--- src/rtl/stream_mux_pkg.sv ---
// Shared types and constants for the 2:1 stream multiplexer.
// Contents: arbiter/lock state enum and the source-select encodings.
package stream_mux_pkg;

    typedef enum logic [1:0] {
        IDLE  = 2'd0,
        LOCK0 = 2'd1,
        LOCK1 = 2'd2
    } state_t;

    localparam logic SEL_S0 = 1'b0;
    localparam logic SEL_S1 = 1'b1;

endpackage

--- src/rtl/stream_mux_2x1_rr_arb2.sv ---
// Two-requester round-robin arbiter with optional lock to one requester.
// Ports: clk, rst_n; req[1:0] requests; lock_en/lock_sel restrict the grant
// to one requester; advance marks a granted beat accepted this cycle;
// grant[1:0] one-hot grant (combinational); last_sel = requester served last.
module rr_arb2
    import stream_mux_pkg::*;
(
    input  logic       clk,
    input  logic       rst_n,
    input  logic [1:0] req,
    input  logic       lock_en,
    input  logic       lock_sel,
    input  logic       advance,
    output logic [1:0] grant,
    output logic       last_sel
);

    // Grant selection: lock first, then round-robin on contention.
    always_comb begin
        grant = 2'b00;
        if (lock_en) begin
            grant = lock_sel ? {req[1], 1'b0} : {1'b0, req[0]};
        end else if (req == 2'b11) begin
            grant = (last_sel == SEL_S1) ? 2'b01 : 2'b10;
        end else begin
            grant = req;
        end
    end

    // Resets to s1 so that s0 wins the first contention.
    always_ff @(posedge clk or negedge rst_n) begin
        if (!rst_n) begin
            last_sel <= SEL_S1;
        end else if (advance) begin
            last_sel <= grant[1];
        end
    end

endmodule

--- src/rtl/stream_mux_2x1.sv ---
// Two-input, one-output valid/ready stream multiplexer, round-robin arbitration,
// one registered output stage. m_sel reports the source of each output beat.
// Optional packet lock (no interleaving across packets): STREAM_MUX_PKT_LOCK_EN.
// Ports: clk, rst_n (async, active low); s0_*/s1_* source streams
// (valid, ready, data, last); m_* sink stream (valid, ready, data, last, sel).
module stream_mux_2x1
    import stream_mux_pkg::*;
#(
    parameter int unsigned DATA_W = 8
) (
    input  logic              clk,
    input  logic              rst_n,
    input  logic              s0_valid,
    output logic              s0_ready,
    input  logic [DATA_W-1:0] s0_data,
    input  logic              s0_last,
    input  logic              s1_valid,
    output logic              s1_ready,
    input  logic [DATA_W-1:0] s1_data,
    input  logic              s1_last,
    output logic              m_valid,
    input  logic              m_ready,
    output logic [DATA_W-1:0] m_data,
    output logic              m_last,
    output logic              m_sel
);

    state_t     state;
    logic [1:0] grant;
    logic       last_sel;
    logic       space;
    logic       accept0;
    logic       accept1;
    logic       lock_en;
    logic       lock_sel;

    assign space    = !m_valid || m_ready;
    assign lock_en  = (state != IDLE);
    assign lock_sel = (state == LOCK1);

    rr_arb2 u_arb (
        .clk      (clk),
        .rst_n    (rst_n),
        .req      ({s1_valid, s0_valid}),
        .lock_en  (lock_en),
        .lock_sel (lock_sel),
        .advance  (accept0 || accept1),
        .grant    (grant),
        .last_sel (last_sel)
    );

    // rst_n gate keeps readys low while reset is held.
    assign s0_ready = rst_n && grant[0] && space;
    assign s1_ready = rst_n && grant[1] && space;
    assign accept0  = s0_valid && s0_ready;
    assign accept1  = s1_valid && s1_ready;

`ifdef STREAM_MUX_PKT_LOCK_EN
    state_t state_nxt;

    // Lock state register.
    always_ff @(posedge clk or negedge rst_n) begin
        if (!rst_n) begin
            state <= IDLE;
        end else begin
            state <= state_nxt;
        end
    end

    // Enter lock on a non-final beat, leave on the final beat of that source.
    always_comb begin
        state_nxt = state;
        case (state)
            IDLE: begin
                if (accept0 && !s0_last) begin
                    state_nxt = LOCK0;
                end else if (accept1 && !s1_last) begin
                    state_nxt = LOCK1;
                end
            end
            LOCK0: begin
                if (accept0 && s0_last) begin
                    state_nxt = IDLE;
                end
            end
            LOCK1: begin
                if (accept1 && s1_last) begin
                    state_nxt = IDLE;
                end
            end
            default: state_nxt = IDLE;
        endcase
    end
`else
    assign state = IDLE;
`endif

    // Output stage: load on accept (also covers drain+load), else clear on drain.
    always_ff @(posedge clk or negedge rst_n) begin
        if (!rst_n) begin
            m_valid <= 1'b0;
            m_data  <= '0;
            m_last  <= 1'b0;
            m_sel   <= SEL_S0;
        end else if (accept0) begin
            m_valid <= 1'b1;
            m_data  <= s0_data;
            m_last  <= s0_last;
            m_sel   <= SEL_S0;
        end else if (accept1) begin
            m_valid <= 1'b1;
            m_data  <= s1_data;
            m_last  <= s1_last;
            m_sel   <= SEL_S1;
        end else if (m_ready) begin
            m_valid <= 1'b0;
        end
    end

endmodule

--- config.mk ---
export PLATFORM = sky130hd
export DESIGN_NAME = stream_mux_2x1
export DESIGN_NICKNAME = d
export VERILOG_FILES = /design/src/rtl/stream_mux_pkg.sv /design/src/rtl/stream_mux_2x1_rr_arb2.sv /design/src/rtl/stream_mux_2x1.sv
export SDC_FILE = /design/constraint.sdc
export NUM_CORES = 1
export LEC_CHECK = 0
export CORE_AREA = 2 2 49 51
export DETAILED_ROUTE_END_ITERATION = 10
export DIE_AREA = 0 0 51 53
export GPL_ROUTABILITY_DRIVEN = 0
export PLACE_DENSITY = 0.7
export SYNTH_ARGS = -nofsm -noshare
export SYNTH_HDL_FRONTEND = slang
export SYNTH_SLANG_ARGS = --single-unit
--- constraint.sdc ---
create_clock -name clk -period 1.65 [get_ports clk]
set_input_delay 0.4125 -clock clk [delete_from_list [all_inputs] [get_ports clk]]
set_output_delay 0.4125 -clock clk [all_outputs]
set_load 0.1 [all_outputs]
* Word level (Yosys, flattened, before mapping)
Cells that the tools add are included.
Cells by class: add/sub/neg operators 0, multiply operators 0, divide/modulo/power cells 0, magnitude comparators 0, equality and inequality tests 1, shift-type cells 0, mux-type cells 11, bitwise gates (word level) 0, reductions and logical operators 11
Operators with widths (number):
- two-way mux 8 bit | 2
- two-way mux 1 bit | 7
- logical AND 1 bit | 6
- two-way mux 2 bit | 2
- nonzero test 3 bit | 1
- == test 2 bit, second input constant | 1
- logical OR 1 bit | 2
- nonzero test 2 bit | 1
- logical NOT 1 bit | 1
Storage, ports and cells: register bits 12, bits in latches 0, memory bits (writable) 0, memory bits (read-only) 0, bits of input ports 23, output and inout bits 13, logic and storage cells 28, memories kept 0

* Depth between registers and ports, before layout
depth after elaboration 7, depth in mapped cells 5

* Cells and area by module
Synthesis repeated with hierarchy kept, for this count alone.
Unflattened totals: cells, all modules 79, area, all modules 719.4 um^2
By module, submodules not included:
- stream_mux_2x1 | instances 1, cells each 70, area an instance 638.1 um^2
- rr_arb2 | instances 1, cells each 9, area an instance 81.3 um^2

* Least setup slack after synthesis
No wires, ideal clock.
path kind flip-flop to output port, from register m_valid, to output s1_ready, arrival time 3.472 ns, data required time 1.237 ns, path slack -2.235 ns, stages on the path, launching flop included 5, buffers on the path 2, cells stage by stage dfrtp_1 -> nor2b_1 -> buf_2 -> buf_2 -> nor3_1
Between the ends: word-level cells in the longest chain between the ends 3
Ends and longest elaborated chain:
- start, declared | line stream_mux_2x1.sv:21 | output logic m_valid,
- start signal, assigned | line stream_mux_2x1.sv:101 | m_valid <= 1'b0;
- start signal, assigned | line stream_mux_2x1.sv:106 | m_valid <= 1'b1;
- start signal, assigned | line stream_mux_2x1.sv:111 | m_valid <= 1'b1;
- logical NOT 1 bit | line stream_mux_2x1.sv:37 | assign space = !m_valid || m_ready;
- logical OR 1 bit | line stream_mux_2x1.sv:37
- logical AND 1 bit | line stream_mux_2x1.sv:54 | assign s1_ready = rst_n && grant[1] && space;
- end, declared | line stream_mux_2x1.sv:18 | output logic s1_ready,
Every way passes these cells.

* Final worst setup path
from register u_arb.last_sel, to output s0_ready
Between the ends: word-level cells in the longest chain between the ends 4
Ends and longest elaborated chain:
- start, declared | line stream_mux_2x1_rr_arb2.sv:15 | output logic last_sel
- start signal, assigned | line stream_mux_2x1_rr_arb2.sv:35 | last_sel <= grant[1];
- two-way mux 2 bit | line stream_mux_2x1_rr_arb2.sv:24 | grant = (last_sel == SEL_S1) ? 2'b01 : 2'b10;
- two-way mux 2 bit | line stream_mux_2x1_rr_arb2.sv:23 | end else if (req == 2'b11) begin
- logical AND 1 bit (2 in series) | line stream_mux_2x1.sv:53 | assign s0_ready = rst_n && grant[0] && space;
- end, declared | line stream_mux_2x1.sv:14 | output logic s0_ready,
Every way passes these cells.

==> impl_metrics.prom <==
# TYPE chip_impl_metric gauge
chip_impl_metric{name="clkLatencyLatePin",unit="ps"} 270
chip_impl_metric{name="cts_htree_levels",unit=""} 1
chip_impl_metric{name="clock.fmax",unit="GHz"} 0.509
chip_impl_metric{name="die_x",unit="um"} 51
chip_impl_info{name="critPathSlowestCell",value="dfstp_2"} 1
chip_impl_metric{name="io_buffers",unit=""} 35
chip_impl_metric{name="synthesis.yosys.warnings",unit=""} 0
chip_impl_info{name="synthDominantAreaCellType",value="dfrtp_1"} 1
chip_impl_metric{name="postLayoutSetupSlackWorst",unit="ps"} -313
chip_impl_metric{name="area_growth",unit="%"} 121
chip_impl_metric{name="finish.net_count",unit=""} 145
chip_impl_metric{name="tightest_slew",unit="ps"} 508
chip_impl_info{name="setup_repair_after_global_routing_missed_its_margin",value="yes"} 1
chip_impl_info{name="cts_tree",value="done"} 1
chip_impl_metric{name="detail_route.wirelength.met1",unit="mm"} 1.05
chip_impl_info{name="root_buffer",value="clkbuf_4"} 1
chip_impl_metric{name="synth_top_cell_area_share",unit="%"} 39.4
chip_impl_metric{name="leak",unit="uW"} 0.000624
chip_impl_info{name="critical_path.endpoint_type",value="output port"} 1
chip_impl_metric{name="period_share",unit="%"} 119
chip_impl_info{name="worstSetupPathType",value="register to output port"} 1
chip_impl_metric{name="drtPass1Iterations",unit=""} 4
chip_impl_metric{name="drive_gt1_share",unit="%"} 43.8
chip_impl_metric{name="syn_area",unit="um^2"} 699
chip_impl_info{name="hold_path_class",value="input port to asynchronous set/reset pin"} 1
chip_impl_metric{name="reg2regPathDepth",unit=""} 5
chip_impl_metric{name="via_count",unit=""} 812
chip_impl_metric{name="std_cell_rows",unit=""} 17
chip_impl_metric{name="floorplan.initialDensity",unit="%"} 32.6
chip_impl_metric{name="timing.final.max_slew_violations",unit=""} 0
chip_impl_metric{name="worst_case_register_to_register_setup_slack",unit="ps"} 10
chip_impl_metric{name="instances_no_fill",unit=""} 149
chip_impl_metric{name="post-dp-hpwl",unit="mm"} 1.59
chip_impl_metric{name="wirelength",unit="mm"} 2.47
chip_impl_metric{name="track_usage",unit="%"} 19.5
chip_impl_metric{name="wire_length_of_the_first_global_routing_pass",unit="mm"} 3.96
chip_impl_metric{name="antenna_found_initial",unit=""} 0
chip_impl_metric{name="final.fill_count",unit=""} 145
chip_impl_info{name="layout_commonest_cell",value="clkdlybuf4s50_1"} 1
chip_impl_metric{name="synth_area_per_cell",unit="um^2"} 9.71
chip_impl_metric{name="final_cell_area",unit="um^2"} 1550
chip_impl_metric{name="wire_per_inst",unit="um"} 16.6
chip_impl_metric{name="setup_slack_at_placement",unit="ps"} -519
chip_impl_info{name="timing.critical_path.from",value="u_arb.last_sel"} 1
chip_impl_info{name="crit_family",value="flip-flops"} 1
chip_impl_metric{name="ctsLongestPathBuffers",unit=""} 2
chip_impl_metric{name="grt_max_degree",unit=""} 15
chip_impl_metric{name="power.density",unit="nW/um^2"} 1450
chip_impl_metric{name="ant_nets",unit=""} 0
chip_impl_info{name="worstPathCellList",value="nor2b_4 > or3_4 > inv_12 > buf_12"} 1
chip_impl_metric{name="fin_crit",unit="ps"} 1960
chip_impl_metric{name="synth_cell_type_count",unit=""} 21
chip_impl_metric{name="detail_route.iter0.violations",unit=""} 13
chip_impl_metric{name="worstPathArrival",unit="ps"} 1550
chip_impl_metric{name="maxCapViolCount",unit=""} 0
chip_impl_metric{name="cts.clk_slew.worst_paths",unit="ps"} 80
chip_impl_metric{name="fp.coreArea",unit="um^2"} 2150
chip_impl_metric{name="mappedNetlistNets",unit=""} 95
chip_impl_metric{name="ir_worst_vdd",unit="mV"} 1.01
chip_impl_metric{name="dieArea",unit="um^2"} 2700
chip_impl_metric{name="setup_violations",unit=""} 2
chip_impl_metric{name="grt_pass1_vias",unit=""} 878
chip_impl_info{name="ys_top_cells_by_area",value="dfrtp_1, or4b_1, o31ai_1, a31oi_1, nor4_1"} 1
chip_impl_metric{name="floorplan.die.height",unit="um"} 53
chip_impl_metric{name="async_reset_ff_share",unit="%"} 100
chip_impl_metric{name="remaining_drc_errors",unit=""} 0
chip_impl_info{name="maxUsedRoutingLayer",value="met4"} 1
chip_impl_metric{name="postSynthRegisterBits",unit=""} 12
chip_impl_metric{name="timing.final.hold_violations",unit=""} 0
chip_impl_metric{name="syn_inst",unit=""} 72
chip_impl_metric{name="dr_wl_met2",unit="mm"} 1.31
chip_impl_metric{name="timing.slew.headroom",unit="%"} 65.8
chip_impl_metric{name="cts_buffers",unit=""} 3
chip_impl_info{name="regToRegEndpoint",value="m_last"} 1
chip_impl_metric{name="fin_util",unit="%"} 71.9
chip_impl_metric{name="synth_edf_count",unit=""} 0
chip_impl_metric{name="clock-skew-final",unit="ps"} 6.77
chip_impl_metric{name="antenna-diode-count",unit=""} 0
chip_impl_metric{name="detail_route.vias_per_cell",unit=""} 5.45
chip_impl_info{name="violated_checks",value="setup timing"} 1
chip_impl_metric{name="boundaryPins",unit=""} 36
chip_impl_metric{name="globalRoute.totalOverflow",unit=""} 0
chip_impl_info{name="start_kind",value="register"} 1
chip_impl_metric{name="critical_path.max_fanout",unit=""} 3
chip_impl_metric{name="synth_seq_area_share",unit="%"} 43.1
chip_impl_metric{name="slowest_delay",unit="ps"} 580
chip_impl_metric{name="met3WireLength",unit="um"} 92
chip_impl_metric{name="cts.sinks",unit=""} 12
chip_impl_info{name="most-common-layout-cells",value="clkdlybuf4s50_1, buf_12, buf_4"} 1
chip_impl_info{name="worstReg2RegStart",value="m_valid"} 1
chip_impl_info{name="prevailing_post_synth_register_cell",value="dfrtp_1"} 1
chip_impl_metric{name="cp.buffers_inverters",unit=""} 2
chip_impl_metric{name="dpl_cell_area",unit="um^2"} 1340
chip_impl_info{name="run_status",value="finished, violations left"} 1
chip_impl_metric{name="dpl_cells",unit=""} 140
chip_impl_metric{name="crit_required",unit="ps"} 1240
==> power breakdown <==
part	leakage [uW]	total, uW	switching, uW	internal, uW
sequential	0.000138	497	103	394
clock	0.0000210	239	105	134
combinational	0.000465	1510	901	607
total	0.000624	2240	1110	1140
==> state kept, by name (all words and copies together) (netlist names) <==
signal,flops
u_arb.last_sel,1
m_data,8
m_sel,1
m_valid,1
m_last,1
==> metal layers <==
layer,global-route usage (%),vias to the layer above
met4,7.66,0
met2,35.5,22
li1,-,389
met1,22.3,399
met3,3.67,2
met5,0,-
==> per-stage QoR <==
stage / power (uW) / hold slack (ps) / setup TNS (ps)
floorplan: 1310 / 117 / -1210
global placement: 1860 / 478 / -5270
detailed placement: 1880 / 503 / -5490
CTS: 2180 / 196 / -536
global route: 2330 / 211 / -694
finish: 2240 / 205 / -483
==> kinds of logic (layout without fill, tap and decap cells) <==
group | Yosys count | in the layout | share of synthesized area [%]
flops | 12 | 12 | 43.1
compound gates | 22 | 22 | 22.0
buf+inv | 12 | 61 | 7.87
simple gates | 26 | 26 | 27.0
==> Yosys cell counts, types with 2 or more instances <==
cell type / instances
nand2_1: 2
nor2b_1: 2
or4b_1: 9
nor4_1: 9
o31ai_1: 9
buf_2: 2
clkbuf_1: 7
a31oi_1: 9
dfrtp_1: 11
==> final cells by class <==
class	count	area (um^2)	area share, %
Tap cell	28	35.0	2.27
Timing Repair Buffer	55	701	45.3
Clock buffer	4	36.3	2.35
Multi-Input combinational cell	48	448	29.0
Sequential cell	12	305	19.8
Inverter	2	20.0	1.30
==> worst max path at each step <==
stage / end / slack [ps] / cells after the start
5_1_grt: s0_ready / -370 / 4
6_report: s0_ready / -310 / 4
4_1_cts: s0_ready / -320 / 4
3_3_place_gp: s0_ready / -500 / 5
3_5_place_dp: s0_ready / -520 / 5
2_1_floorplan: s1_ready / -560 / 4
==> what timing repair did <==
action | 4_1_cts | 5_1_grt
endpoints found under the setup margin | 13 | 11
pin swaps | 4 | 15
gates cloned | 1 | 0
hold buffers | 0 | 0
resized for setup | 11 | 12
endpoints found under the hold margin | 0 | 0
buffers inserted | 3 | 1
No activity file was read; power rests on OpenSTA's default activity.
